[src/rtl/nvdla_ssync_tgl_rx.sv]
// nvdla_ssync_tgl_rx
//   Destination-domain consumer of a toggle-encoded event stream that has already
//   passed through a 3-flop synchronizer. Every transition of the synchronized
//   level is one source event. Events are counted into a saturating pending
//   counter and handed to a local consumer over a valid/ready handshake.
//
// Parameters
//   CNT_W      width of the pending counter; at most 2^CNT_W-1 events are queued.
//
// Optional build macro
//   NVDLA_SSYNC_TGL_RX_STAT_EN  when defined, evt_total counts accepted pops
//                               (16-bit, wrapping, cleared by reset only);
//                               otherwise evt_total is tied to zero.
//
// Ports
//   o_clk      destination clock
//   o_rstn     asynchronous active-low reset
//   sync_tgl   synchronized toggle level (each edge = one event)
//   enable     1 = accept events, 0 = drop edges (level still tracked)
//   flush      synchronous clear of the pending count
//   evt_valid  at least one event pending
//   evt_ready  consumer takes one event when evt_valid & evt_ready
//   evt_pend   current pending count
//   evt_ovf    sticky overflow flag
//   ovf_clr    synchronous clear of evt_ovf (a same-cycle set wins)
//   evt_total  total accepted events (statistics build only)

module nvdla_ssync_tgl_rx #(
    parameter int unsigned CNT_W = 4
) (
    input  logic             o_clk,
    input  logic             o_rstn,
    input  logic             sync_tgl,
    input  logic             enable,
    input  logic             flush,
    output logic             evt_valid,
    input  logic             evt_ready,
    output logic [CNT_W-1:0] evt_pend,
    output logic             evt_ovf,
    input  logic             ovf_clr,
    output logic [15:0]      evt_total
);

    localparam logic [CNT_W-1:0] PendMax = {CNT_W{1'b1}};
    localparam logic [CNT_W-1:0] PendOne = {{(CNT_W-1){1'b0}}, 1'b1};

    logic             tgl_q;
    logic [CNT_W-1:0] pend_q, pend_d;
    logic             ovf_q, ovf_d;
    logic             edge_det;
    logic             inc;
    logic             pop;
    logic             ovf_set;

    // Decoded from the register only: no combinational path from evt_ready or sync_tgl.
    assign evt_valid = (pend_q != '0);
    assign evt_pend  = pend_q;
    assign evt_ovf   = ovf_q;

    assign edge_det = sync_tgl ^ tgl_q;
    assign inc      = edge_det & enable;
    assign pop      = evt_valid & evt_ready;

    always_comb begin
        pend_d  = pend_q;
        ovf_set = 1'b0;
        if (flush) begin
            // Flush discards the queue; a same-cycle edge or pop is lost, never an overflow.
            pend_d = '0;
        end else if (inc && !pop) begin
            if (pend_q == PendMax) begin
                ovf_set = 1'b1;
            end else begin
                pend_d = pend_q + PendOne;
            end
        end else if (pop && !inc) begin
            pend_d = pend_q - PendOne;
        end
        // inc & pop cancel: pend holds.
    end

    always_comb begin
        ovf_d = ovf_q;
        if (ovf_set) begin
            ovf_d = 1'b1;
        end else if (ovf_clr) begin
            ovf_d = 1'b0;
        end
    end

    always_ff @(posedge o_clk or negedge o_rstn) begin
        if (!o_rstn) begin
            tgl_q  <= 1'b0;
            pend_q <= '0;
            ovf_q  <= 1'b0;
        end else begin
            // Level is tracked even while disabled so re-enabling makes no spurious event.
            tgl_q  <= sync_tgl;
            pend_q <= pend_d;
            ovf_q  <= ovf_d;
        end
    end

`ifdef NVDLA_SSYNC_TGL_RX_STAT_EN
    logic [15:0] total_q, total_d;

    // A pop coinciding with flush is discarded together with the queue.
    always_comb begin
        total_d = total_q;
        if (pop && !flush) begin
            total_d = total_q + 16'd1;
        end
    end

    always_ff @(posedge o_clk or negedge o_rstn) begin
        if (!o_rstn) begin
            total_q <= 16'h0000;
        end else begin
            total_q <= total_d;
        end
    end

    assign evt_total = total_q;
`else
    assign evt_total = 16'h0000;
`endif

endmodule

[config.mk]
export PLATFORM = sky130hd
export DESIGN_NAME = nvdla_ssync_tgl_rx
export DESIGN_NICKNAME = d
export VERILOG_FILES = /design/src/rtl/nvdla_ssync_tgl_rx.sv
export SDC_FILE = /design/constraint.sdc
export NUM_CORES = 1
export LEC_CHECK = 0
export ABC_CLOCK_PERIOD_IN_PS = 6400
export CORE_UTILIZATION = 39
export DETAILED_ROUTE_END_ITERATION = 16
export GPL_TIMING_DRIVEN = 0
export PLACE_DENSITY = 0.93
export REMOVE_ABC_BUFFERS = 1
export SLEW_MARGIN = 0
export SYNTH_ARGS = -nofsm -noshare
export SYNTH_HDL_FRONTEND = slang
export SYNTH_SLANG_ARGS = --single-unit
[constraint.sdc]
create_clock -name o_clk -period 6.4 [get_ports o_clk]
set_input_delay 1.28 -clock o_clk [delete_from_list [all_inputs] [get_ports o_clk]]
set_output_delay 1.28 -clock o_clk [all_outputs]
set_load 0.01 [all_outputs]
==> results.yml <==
synthesis:
  syn_area_um2: 515
  synth_cells: 53
  synthDistinctLibCells: 23
  avgSynthCellArea_um2: 9.73
  ys_seq_elements: 6
  ys_warn_count: 0
  seq_area_frac_synth_pct: 29.1
cts:
  cts.clk_slew.worst_paths_ps: 50
  cts_buffers: 3
  ctsHoldBuffers: 0
  h-tree-depth: 1
  clk_path_buf_depth: 2
  post-cts-setup-buffers: 0
  clockRootBuffer: "clkbuf_4"
  clock_latency_ps: 250
  cts_tree: "built"
  cts_resized: 0
  clkSinkCount: 6
critical_path:
  cp_num_buf_inv: 2
  cp_cell_sequence: "clkdlybuf4s50_1, xor2_1, and3_4, inv_2, ha_1, a21o_2, a21oi_1, mux2i_1, xor2_1, o21ai_0"
  required_ps: 6520
  endpoint_kind: "flip-flop"
  worstPathArrival_ps: 3400
  slowest_stage: "clkdlybuf4s50_1"
  cpPeakStageDelay_ps: 490
  critical_path.startpoint_type: "input pin"
  cpMostUsedCell: "xor2_1"
  path_max_fanout: 4
  crit_family: "buffers and inverters"
  critPathKind: "input pin to flip-flop"
routing:
  drt-total-wl_um: 857
  final_antenna_net_count: 0
  drc: 0
  vias: 369
  dr.first_iter.drc_count: 5
  drtPass1Iterations: 4
  vias_per_cell: 4.61
  avgRoutedWirePerCell_um: 10.7
grt:
  grt_max_degree: 8
  antenna_found_initial: 0
  grt_pass1_vias: 317
  grt_use_total_pct: 13.7
  grt_overflow: 0
  grt_pass1_wl_mm: 1.34
layout:
  fin_nets: 78
  drive_gt1_share_pct: 15.2
  final_cell_mix: "conb_1 (16), clkdlybuf4s50_1 (12), dfrtp_1 (6)"
  final_common_cell: "conb_1"
  final_util_pct: 51.6
  syn_to_final_growth_pct: 17.2
  antenna_cells: 0
sta:
  finalSetupTns_ps: 0
  period_minus_slack_ps: 3290
  hold_viol: 0
  skew_ps: 0.422
  fin_crit_sh_pct: 51.3
  finalMaxSlewViolations: 0
  fmax_mhz: 304
  hold_slack_ps: 507
  rsz0062_at_grt: "no"
  finalSetupViolCount: 0
placed_design:
  routabilityCongestion: 0.801
  port_buffers: 12
  hpwl_um: 657
job:
  drv_cap: 0
floorplanning:
  die_area_um2: 1470
  num_rows: 12
  initial_core_util_pct: 44.0
  io_pins: 29
  core_area_um2: 1170
  die_h_um: 38.4
  fp.dieW_um: 38.4
power:
  total_leakage_power_nw: 0.286
  power.density_nw_per_um2: 362
  vdd_drop_max_mv: 0.138
outcome:
  status: "finished clean"
min_path:
  min_path_type: "flip-flop to flip-flop"
final cells by class:
class | count | area [um2]
Clock buffer | 3 | 22.5
Fill cell | 116 | 567
Inverter | 4 | 15.0
Multi-Input combinational cell | 41 | 279
Sequential cell | 6 | 150
Tap cell | 14 | 17.5
Timing Repair Buffer | 12 | 120
sequential cells by signal, indices dropped and copies added (netlist names):
signal    count
evt_pend      4
tgl_q         1
evt_ovf       1
Yosys cell counts (all sizes together):
cell,count,area [um2]
nor2,1,3.75
nand4,1,6.26
o41ai,1,16.3
o21ai,4,23.8
fa,1,20.0
mux2i,2,20.0
conb,1,3.75
or4,1,8.76
nand2,1,3.75
or3,1,11.3
xnor2,2,17.5
inv,4,15.0
buf,17,128
ha,2,25.0
dfrtp,6,150
or2,1,6.26
o311ai,1,8.76
and3,1,11.3
xor2,2,17.5
a21o,1,8.76
a21oi,2,10.0
final timing paths:
path	slack [ps]	start	endpoint	cells past startpoint
hold reg to reg	510	evt_ovf$_DFFE_PN0P_	evt_ovf$_DFFE_PN0P_	2
max in group asynchronous	4900	o_rstn	evt_pend[0]$_DFFE_PN0P_	1
hold / removal	510	evt_ovf$_DFFE_PN0P_	evt_ovf$_DFFE_PN0P_	2
setup / recovery	3110	sync_tgl	evt_pend[3]$_DFFE_PN0P_	10
setup reg to reg	3940	evt_pend[0]$_DFFE_PN0P_	evt_pend[3]$_DFFE_PN0P_	9
min in group asynchronous	1280	o_rstn	tgl_q$_DFF_PN0_	1
logic make-up (layout without fill, tap and decap cells):
kind of cell | Yosys count | after routing | share of synthesized area, %
AO/OA/AOI/OAI | 9 | 9 | 13.1
AND/OR/NAND/NOR | 7 | 7 | 9.95
multiplexers | 2 | 2 | 3.88
flip-flops | 6 | 6 | 29.1
buffers and inverters | 21 | 19 | 27.7
adder cells (fa/ha/maj) | 3 | 3 | 8.74
other | 1 | 16 | 0.727
XOR/XNOR | 4 | 4 | 6.80
routing by layer:
metal / vias up / wire [um] / share of wire (%) / global-route usage [%]
met5: - / 0 / 0 / 0
met4: 0 / 0 / 0 / 10.3
met3: 0 / 66 / 7.7 / 3.49
met2: 25 / 399 / 47 / 20.8
met1: 171 / 391 / 46 / 16.5
li1: 173 / - / - / -
stage by stage:
step	instance area, um2	worst slack [ps]	total power [mW]	cells
after floorplan	444	3530	0.137	51
after global placement	582	2950	0.177	77
after detailed placement	582	2870	0.182	77
after CTS	604	3120	0.220	80
after global routing	604	3050	0.236	80
final	604	3110	0.219	80
worst min-delay path, delay by kind of cell, from the launching register on:
family	cells	cell delay (ps)
AO/OA/AOI/OAI	1	90
buffers and inverters	1	50
flip-flops	1	330
power breakdown:
part,switching (mW),internal (mW)
clock,0.0149,0.0213
combinational,0.0524,0.0663
sequential,0.0164,0.0474
total,0.0837,0.135
Note: power is estimated with default switching activity, not from simulation.
